===== config.mk =====
export PLATFORM = sky130hd
export DESIGN_NAME = seq_booth_multiplier
export DESIGN_NICKNAME = d
export VERILOG_FILES = /design/src/rtl/booth_pkg.sv /design/src/rtl/multiplier_row.sv /design/src/rtl/seq_booth_multiplier.sv
export SDC_FILE = /design/constraint.sdc
export NUM_CORES = 1
export LEC_CHECK = 0
export ABC_AREA = 1
export CORE_MARGIN = 5
export CORE_UTILIZATION = 49
export DETAILED_ROUTE_END_ITERATION = 8
export GPL_ROUTABILITY_DRIVEN = 0
export GPL_TIMING_DRIVEN = 0
export PLACE_DENSITY_LB_ADDON = 0.12
export SLEW_MARGIN = 5
export SYNTH_ARGS = -nofsm -noshare
export SYNTH_HDL_FRONTEND = slang
export SYNTH_SLANG_ARGS = --single-unit

===== constraint.sdc =====
create_clock -name clk -period 2.4 [get_ports clk]
set_input_delay 0.6 -clock clk [delete_from_list [all_inputs] [get_ports clk]]
set_output_delay 0.6 -clock clk [all_outputs]
set_load 0.01 [all_outputs]

===== src/rtl/booth_pkg.sv =====
// Shared FSM state type and Booth row opcodes for the sequential multiplier.
package booth_pkg;

  typedef enum logic [1:0] {S_IDLE, S_CALC, S_DONE} booth_state_t;

  // Opcodes are {Q[0], q_m1}: the current multiplier bit and the bit shifted out before it.
  localparam logic [1:0] BOOTH_PASS = 2'b00;
  localparam logic [1:0] BOOTH_ADD  = 2'b01;
  localparam logic [1:0] BOOTH_SUB  = 2'b10;

endpackage


===== src/rtl/multiplier_row.sv =====
// One Booth add/sub/pass row. This is the only adder in the sequential multiplier.
module multiplier_row
  import booth_pkg::*;
#(
  parameter int N = 9
) (
  input  logic [N-1:0] P_in,
  input  logic [N-1:0] M_in,
  input  logic [1:0]   Q_in,
  output logic [N-1:0] P_out,
  output logic         C_out
);

  // Select the row operation. Encoding 11 also means pass.
  always_comb begin
    {C_out, P_out} = {1'b0, P_in};
    case (Q_in)
      BOOTH_ADD: {C_out, P_out} = {1'b0, P_in} + {1'b0, M_in};
      BOOTH_SUB: {C_out, P_out} = {1'b0, P_in} + {1'b0, ~M_in} + {{N{1'b0}}, 1'b1};
      default:   {C_out, P_out} = {1'b0, P_in};
    endcase
  end

endmodule


===== src/rtl/seq_booth_multiplier.sv =====
// Sequential radix-2 Booth multiplier. One row is reused for N iterations.
// Timing: the load happens at edge E0 and the iterations at E1..EN.
// z_out and done are registered when the FSM leaves S_DONE, at E(N+1).
module seq_booth_multiplier
  import booth_pkg::*;
#(
  parameter int N = 8
) (
  input  logic           clk,
  input  logic           reset,
  input  logic           start,
  input  logic [N-1:0]   x_in,
  input  logic [N-1:0]   y_in,
  output logic           busy,
  output logic           done,
  output logic [2*N-1:0] z_out
);

  localparam int CW = (N > 2) ? $clog2(N) : 1;
  localparam logic [CW-1:0] LAST = CW'(N - 1);

  booth_state_t state, state_nxt;

  // P and M carry one extra bit so that P-M cannot overflow when M = -2^(N-1).
  logic [N:0]    p_reg, m_reg, p_row;
  logic [N-1:0]  q_reg;
  logic          q_m1;
  logic [CW-1:0] count;
  logic [1:0]    op;
  logic          row_c_unused;

  assign op = {q_reg[0], q_m1};

  multiplier_row #(.N(N + 1)) u_row (
    .P_in  (p_reg),
    .M_in  (m_reg),
    .Q_in  (op),
    .P_out (p_row),
    .C_out (row_c_unused)
  );

  // Next-state logic. A start during CALC or DONE is ignored.
  always_comb begin
    state_nxt = state;
    case (state)
      S_IDLE:  if (start) state_nxt = S_CALC;
      S_CALC:  if (count == LAST) state_nxt = S_DONE;
      S_DONE:  state_nxt = S_IDLE;
      default: state_nxt = S_IDLE;
    endcase
  end

  // State register. A synchronous reset aborts any operation in flight.
  always_ff @(posedge clk) begin
    if (reset) state <= S_IDLE;
    else       state <= state_nxt;
  end

  // Datapath: load the operands, then shift the row result right arithmetically, then publish.
  always_ff @(posedge clk) begin
    if (reset) begin
      p_reg <= '0;
      m_reg <= '0;
      q_reg <= '0;
      q_m1  <= 1'b0;
      count <= '0;
      z_out <= '0;
    end else begin
      case (state)
        S_IDLE: if (start) begin
          m_reg <= {x_in[N-1], x_in};
          q_reg <= y_in;
          p_reg <= '0;
          q_m1  <= 1'b0;
          count <= '0;
        end
        S_CALC: begin
          p_reg <= {p_row[N], p_row[N:1]};
          q_reg <= {p_row[0], q_reg[N-1:1]};
          q_m1  <= q_reg[0];
          count <= count + 1'b1;
        end
        S_DONE: z_out <= {p_reg[N-1:0], q_reg};
        default: ;
      endcase
    end
  end

  // Registered status flags. done is high for the single cycle after S_DONE.
  always_ff @(posedge clk) begin
    if (reset) begin
      busy <= 1'b0;
      done <= 1'b0;
    end else begin
      busy <= (state_nxt != S_IDLE);
      done <= (state == S_DONE);
    end
  end

endmodule


# [Word level (Yosys, flattened, before mapping)]
# Index checks and enable logic that the tools add are counted.
[totals] reg_bits=49 out_inout_bits=18
[op_classes] bitwise_logic=1 reduce_logical=5 n_mux=12 eq_ne=6 n_addsub=4
[op_table] op="one-hot mux 9 bit (2 select lines)" count=2
[op_table] op="adder 9 bit" count=2
[op_table] op="one-hot mux 8 bit (2 select lines)" count=1
[op_table] op="adder 9 x 1 -> 9 bit, second input constant" count=1
[op_table] op="2-to-1 mux 9 bit" count=1
[op_table] op="NOT 9 bit" count=1
[op_table] op="2-to-1 mux 8 bit" count=1
[op_table] op="one-hot mux 3 bit (2 select lines)" count=1
[op_table] op="== test 2 x 1 -> 1 bit, second input constant" count=2
[op_table] op="== test 2 bit, second input constant" count=2
[op_table] op="2-to-1 mux 2 bit" count=2
[op_table] op="one-hot mux 2 bit (2 select lines)" count=1
[op_table] op="AND reduction 2 bit" count=2
[op_table] op="nonzero test 2 bit" count=2
[op_table] op="adder 3 x 1 -> 3 bit, second input constant" count=1
[op_table] op="== test 3 bit, second input constant" count=1
[op_table] op="2-to-1 mux 3 bit" count=1
[op_table] op="zero test 2 bit" count=1
[op_table] op="inequality test 2 bit, second input constant" count=1
[op_table] op="one-hot mux 1 bit (2 select lines)" count=1
[op_table] op="2-to-1 mux 1 bit" count=1

# [Logic depth before layout (Yosys ltp)]
# Gate-level depths: netlist of the first run.
[depth] ltp_word=5 depth_mapped=14 depth_no_buf=14

# [Hierarchy]
# A second synthesis of the first run with hierarchy kept.
[hier_totals] hier_cells=450 area_unflattened_um2=2925.3
[by_module_without_submodules] module="seq_booth_multiplier" area_each_um2=1794.2 seq_area_each_um2=960.9 instances=1 cells_each=234
[by_module_without_submodules] module="multiplier_row" area_each_um2=1131.1 seq_area_each_um2=0.0 instances=1 cells_each=216

# [Worst setup path before layout of the first run]
# Ideal clock, no wire load.
[synth_timing] path_type="register -> register" startpoint="register p_reg[0]" endpoint="register p_reg[5]" arrival_ps=1545 path_stages_with_launch=14 slack_ps=784 required_ps=2329 period_less_slack_ps=1616 setup_ps=71 path_buffers=0 cell_sequence="dfxtp_1 > inv_1 > ha_1 > inv_1 > fa_1 > nand2_1 > nand2_1 > nand3_1 > nand2_1 > nand2_1 > nand3_1 > nand3_1 > nand2_1 > a21oi_1"
[synth_between] elab_chain_len=4 word_cells_on_any_way=5 cone_classes="add/sub (3); mux (2)"
[synth_rtl] item="from (decl)" line_no="seq_booth_multiplier.sv:25" rtl="logic [N:0] p_reg, m_reg, p_row;"
[synth_rtl] item="from (signal assigned)" line_no="seq_booth_multiplier.sv:78" rtl="p_reg <= {p_row[N], p_row[N:1]};"
[synth_rtl] item="adder 9 bit" line_no="multiplier_row.sv:19" rtl="BOOTH_SUB: {C_out, P_out} = {1'b0, P_in} + {1'b0, ~M_in} + {{N{1'b0}}, 1'b1};"
[synth_rtl] item="adder 9 x 1 -> 9 bit" line_no="multiplier_row.sv:19"
[synth_rtl] item="one-hot mux 9 bit (2 select lines) (*)" line_no="multiplier_row.sv:17" rtl="case (Q_in)"
[synth_rtl] item="one-hot mux 9 bit (2 select lines) (*)" line_no="seq_booth_multiplier.sv:69" rtl="case (state)"
# Mark *: on every way between the ends. The rest lies on a longest branch, timed or not.
# A chain may end at the register's enable or synchronous reset.

# [Worst setup path in the final report of the first run]
[layout_timing] startpoint="input port reset" endpoint="register done"
[layout_rtl] item="from (decl)" line_no="seq_booth_multiplier.sv:10" rtl="input logic reset,"
[layout_rtl] item="to (signal assigned)" line_no="seq_booth_multiplier.sv:96" rtl="done <= (state == S_DONE);"
[layout_rtl] item="to (decl)" line_no="seq_booth_multiplier.sv:15" rtl="output logic done,"
# No word-level cell between the ends.

==> impl_metrics.csv, run 1 <==
group,metric,value,unit
status,status,"finished, final reports clean",
timing,finalSetupTns,0,ns
route,drtAntennaViolNets,0,
global_routing,grt_pass1_vias,2516,
global_routing,grt.total_usage,0.207,
power,power_density,534,mW/mm2
global_routing,gr-total-overflow,0,
route,drt_pass1_iterations,4,
timing,post-route-period-util,0.788,
worst_setup_path,worst_path_largest_cell_delay,0.48,ns
cts,cts_htree_levels,2,
worst_setup_path,cp.depth,4,
route,vias_per_cell,5.11,
floorplanning,rows,27,
power,internal_power,1.22,mW
cts,clk_path_buf_depth,2,
cts,numCtsBuffers,5,
power,switchingPower,0.539,mW
placed_design,dp_hpwl,5270,um
route,first_iter_violations,153,
route,vias,2582,
yosys,synthDistinctLibCells,33,
cts,post-cts-setup-buffers,0,
final_layout,diodes,0,
worst_setup_path,path_cells,"clkdlybuf4s50_1 > clkbuf_1 > buf_1 > nor2_1",
floorplanning,dieArea,0.00722,mm2
hold_path,hold_depth,2,
cts,clock-sinks,48,
route,drc,0,
floorplanning,io_pins,37,
hold_path,worstHoldPathType,"reg2reg",
job,max_cap_violations,0,
power,combPwrFrac,0.226,
final_layout,syn2layout_area_growth,19.6,%
power,clkPwrFrac,0.286,
final_layout,fill_cells,540,
yosys,synth-seq-cells,48,
worst_setup_path,endpoint_kind,"flop",
timing,fin_worst_skew,0.00691,ns
worst_setup_path,worstPathRequired,2.58,ns
route,wl_per_cell,13.9,um
power,ir_drop,0.441,mV
worst_setup_path,r2r_cells,13,
timing,hold_viol,0,
timing,grt_setup_unrepaired,"false",
worst_setup_path,worst-path-buf-inv,3,
floorplanning,fp.dieH,85.0,um
timing,fmax,529,MHz
worst_setup_path,cp_slowest_cell,"clkdlybuf4s50_1",
yosys,synth_top_area_share,0.349,
final_layout,mostFrequentLayoutCells,"nand2_1 (78), dfxtp_1 (48), nor2_1 (44), inv_1 (42), a21oi_1 (37)",
final_layout,largest_reg_flops,16,
floorplanning,die_w,85.0,um
timing,fin_crit,1.89,ns
yosys,synthCells,389,
floorplanning,initial_core_util,0.503,
global_routing,grt_max_degree,14,
global_routing,met3_usage,0.0311,
route,routed_wl,7010,um
cts,cts_tree,"yes",
yosys,avgSynthCellArea,7.08,um2
final_layout,design_area,0.00329,mm2
yosys,ys_warn_count,0,
global_routing,grt.busiest_layer,"met2",
yosys,synth_top_area_cell,"dfxtp_1",
cts,clk_latency,0.30,ns
final_layout,layout_commonest_cell,"nand2_1",
timing,tightestPinTransition,0.538,ns
floorplanning,core,0.00547,mm2
yosys,ys_seq_area_frac,0.349,
timing,maxSlewHeadroom,0.642,
global_routing,grt_pass1_wl,12000,um
power,p_sw_frac,0.306,
placed_design,place_area,0.00320,mm2
worst_setup_path,crit_fanout,10,
cts,path_clk_slew,0.09,ns
cts,root_buffer,"clkbuf_8",
final_layout,regMostFlops,"z_out",
timing,finalSetupViolations,0,
placed_design,port_buffers,36,
yosys,syn-cell-area,0.00275,mm2
power,power_leakage,1.48,nW
cts,cts_resized,0,
global_routing,gr-usage-met2,0.352,
global_routing,met1_usage,0.268,
worst_setup_path,cp-start-kind,"primary input",
cts,cts_hold_buf,0,
worst_setup_path,crit_type,"in2reg",
power,p_seq_frac,0.488,
final_layout,layout.nets,473,
timing,finalMaxSlewViolations,0,
final_layout,drive_gt1_frac,0.0855,
worst_setup_path,arrival,2.07,ns
yosys,syn_nets,430,
yosys,synth_area_leaders,"dfxtp_1 (35%), nand2_1 (11%), ha_1 (9.1%)",
worst_setup_path,cp_top_family,"buffers and inverters",
global_routing,grt_antenna_before_repair,0,
-- final timing paths --
path	slack (ns)	start	end
setup / recovery	0.51	reset	done
hold / removal	0.47	q_reg[2]	q_reg[2]
setup reg to reg	0.54	p_reg[0]	p_reg[5]
hold reg to reg	0.47	q_reg[2]	q_reg[2]
-- cell families after synthesis --
family | synth area share
AND/OR/NAND/NOR | 0.258
AO/OA/AOI/OAI | 0.182
buffers and inverters | 0.106
flip-flops | 0.349
adder cells (fa/ha/maj) | 0.105
-- power groups by stage --
stage / combinational (mW) / sequential [mW] / clock [mW]
finish: 0.398 / 0.859 / 0.502
global route: 0.454 / 0.864 / 0.542
CTS: 0.397 / 0.859 / 0.505
detailed placement: 0.395 / 0.878 / 0
global placement: 0.389 / 0.877 / 0
floorplan: 0.286 / 0.870 / 0
-- cell type report --
class / count / area, um2 / area share
Multi-Input combinational cell: 275 / 1500 / 0.455
Sequential cell: 48 / 961 / 0.292
Timing Repair Buffer: 36 / 360 / 0.109
Inverter: 49 / 189 / 0.0573
Buffer: 17 / 104 / 0.0315
Clock buffer: 8 / 90.1 / 0.0273
Tap cell: 72 / 90.1 / 0.0273
-- worst register-to-register path, cell delays in order, from the launching register on --
cell and delay [ns]:
dfxtp_1 0.34, inv_1 0.12, ha_1 0.16, inv_1 0.06
fa_1 0.38, nand2_1 0.09, nand2_1 0.09, nand3_1 0.11
nand2_1 0.06, nand2_1 0.06, nand3_1 0.06, nand3_1 0.12
nand2_1 0.06, a21oi_1 0.11
-- cells in the mapped netlist, drive strengths merged --
library cell and instances:
a21oi 43, a221o 1, a22oi 2, buf 12
clkbuf 5, clkinv 1, dfxtp 48, fa 2
ha 20, inv 48, nand2 80, nand3 31
nand3b 1, nand4 1, nor2 49, nor3 1
nor4 1, o211ai 4, o21a 1, o21ai 35
o21bai 1, o221ai 2
-- per-stage QoR --
step / worst slack (ns) / utilization / hold slack (ns) / std cells / power [mW]
6_report: 0.509 / 0.602 / 0.469 / 505 / 1.76
5_1_grt: 0.297 / 0.602 / 0.487 / 505 / 1.86
3_3_place_gp: 0.214 / 0.586 / 0.450 / 497 / 1.27
2_1_floorplan: 0.784 / - / 0.432 / 389 / 1.16
3_5_place_dp: 0.183 / 0.586 / 0.457 / 497 / 1.27
4_1_cts: 0.503 / 0.602 / 0.471 / 505 / 1.76
-- per-layer routing --
layer,part of all wire,up-vias
li1,-,1346
met1,0.46,1174
met2,0.48,53
met3,0.045,9
met4,0.017,0
met5,0,-
No activity file was read; power rests on OpenSTA's default activity.
==> run 2: changes to the inputs <==
- clock period: 2.4 -> 1.6 ns (I/O delays scaled with it)
==> run 2 against run 1 <==
Compared with the run above:
- the flow now finishes with violations (negative setup slack)
- flip-flop and latch count did not move
- routed wire length up 7.6%
- critical endpoint is now p_reg[5]
- first-iteration DRC count increased by 8.5%
- critical path depth rose by 9
- total power increased by 59%
==> impl_metrics.csv, run 2 (synthesis gave the netlist of run 1 again) <==
group,metric,value,unit
global_routing,grt.total_usage,0.206,
global_routing,grt_pass1_vias,2606,
cts,cts_htree_levels,2,
floorplanning,initial_core_util,0.503,
power,ir_drop,0.630,mV
timing,tightestPinTransition,0.394,ns
worst_setup_path,endpoint,"p_reg[5]",
worst_setup_path,ff2ff_setup_slack,-0.14,ns
global_routing,grt_max_degree,14,
timing,grt_setup_unrepaired,"true",
global_routing,grt_antenna_before_repair,0,
timing,hold_viol,0,
timing,fmax,574,MHz
placed_design,port_buffers,36,
timing,finalSetupViolations,7,
worst_setup_path,timing.rr.end,"p_reg[5]",
final_layout,mostFrequentLayoutCells,"nand2_1 (67), nor2_1 (44), inv_1 (34), dfxtp_1 (33), a21oi_1 (32)",
power,power_density,768,mW/mm2
floorplanning,dieArea,0.00722,mm2
timing,finalMaxSlewViolations,0,
cts,numCtsBuffers,5,
placed_design,dp_hpwl,5290,um
global_routing,grt_pass1_wl,12200,um
route,drt_pass1_iterations,4,
final_layout,syn2layout_area_growth,32.4,%
power,power_leakage,1.83,nW
floorplanning,io_pins,37,
floorplanning,die_w,85.0,um
worst_setup_path,crit_fanout,3,
final_layout,design_area,0.00365,mm2
final_layout,drive_gt1_frac,0.243,
cts,clock-sinks,48,
final_layout,regMostFlops,"z_out",
cts,path_clk_slew,0.09,ns
cts,clk_path_buf_depth,2,
final_layout,diodes,0,
status,violations,"negative setup slack",
global_routing,gr-total-overflow,0,
route,drtAntennaViolNets,0,
timing,fin_worst_skew,0.00545,ns
placed_design,dp_cells,497,
power,power,2.80,mW
worst_setup_path,startpoint,"p_reg[0]",
cts,cts_tree,"yes",
route,drc,0,
route,vias,2704,
final_layout,layout.nets,482,
final_layout,layout_commonest_cell,"nand2_1",
worst_setup_path,crit_type,"reg2reg",
route,routed_wl,7540,um
worst_setup_path,r2r_cells,13,
timing,maxSlewHeadroom,0.737,
route,vias_per_cell,5.27,
floorplanning,rows,27,
route,first_iter_violations,166,
status,status,"finished, violations left",
timing,holdWs,0.466,ns
timing,fin_crit,1.74,ns
job,max_cap_violations,0,
final_layout,layoutNonFillerInstCount,513,
floorplanning,core,0.00547,mm2
cts,clk_latency,0.30,ns
worst_setup_path,worstPathRequired,1.84,ns
worst_setup_path,arrival,1.98,ns
hold_path,worstHoldPathType,"reg2reg",
worst_setup_path,worstReg2RegStart,"p_reg[0]",
timing,post-route-period-util,1.09,
floorplanning,fp.dieH,85.0,um
timing,setup_slack,-0.142,ns
route,wl_per_cell,14.7,um
worst_setup_path,cp-start-kind,"flop",
worst_setup_path,endpoint_kind,"flop",
cts,root_buffer,"clkbuf_8",
final_layout,largest_reg_flops,16,
final_layout,final_util,0.666,
placed_design,place_area,0.00321,mm2
==> run 2: cell count changes in the layout (fill, tap and decap cells not counted), moves of 11 or more <==
cell             delta
dfxtp_1            -15
dlymetal6s2s_1     +14
nand2_1            -11
clkdlybuf4s50_1    -15
nand2_2            +11
dfxtp_2            +12
==> run 2: repair_timing <==
| action | CTS | global route |
|---|---|---|
| setup endpoints to repair | 13 | 40 |
| hold buffers | 0 | 0 |
| setup buffers | 4 | 6 |
| pin swaps | 9 | 8 |
| gates resized for setup | 47 | 49 |
==> run 2: through the flow <==
stage	TNS, ns	setup slack [ns]
after detailed placement	-9.67	-0.420
after global placement	-9.93	-0.424
final	-0.493	-0.142
after floorplan	0	0.00843
after CTS	-0.210	-0.0691
after global routing	-1.09	-0.237
==> run 2: per-layer routing <==
| metal | vias to the layer above | track usage | routed length, um |
|---|---|---|---|
| met2 | 67 | 0.346 | 3670 |
| li1 | 1369 | - | - |
| met1 | 1255 | 0.267 | 3350 |
| met3 | 13 | 0.0379 | 397 |
| met5 | - | 0 | 0 |
| met4 | 0 | 0.0676 | 121 |
==> run 2: critical path, stage by stage, from the launching register on <==
cell and delay [ns]:
dfxtp_4 0.38, inv_4 0.06, ha_4 0.14, inv_4 0.03
fa_2 0.35, nand2_2 0.08, nand2_2 0.07, nand3_2 0.08
nand2_1 0.05, nand2_1 0.05, nand3_1 0.06, nand3_1 0.13
nand2_1 0.07, a21oi_2 0.10
==> run 2: worst min-delay path by stage <==
stage,startpoint,to,slack [ns],depth (start not counted)
final,q_reg[1],q_reg[1],0.47,2
after global placement,count[1],count[1],0.45,2
after CTS,q_reg[5],q_reg[5],0.47,2
after floorplan,count[0],count[0],0.43,1
after global routing,q_reg[5],q_reg[5],0.48,2
after detailed placement,count[1],count[1],0.46,2
==> run 2: area by class of cell <==
type / count / area [um2]
fillers: 501 / 1830
multi-input cells: 275 / 1680
flip-flops and latches: 48 / 987
repair buffers: 46 / 469
inverters: 49 / 199
plain buffers: 16 / 126
clock buffers: 7 / 96.3
well taps: 72 / 90.1
==> run 2: where the power goes <==
part	leakage [nW]	switching [mW]	internal, mW
combinational	1.38	0.422	0.306
sequential	0.398	0.0501	1.25
clock	0.0503	0.389	0.385
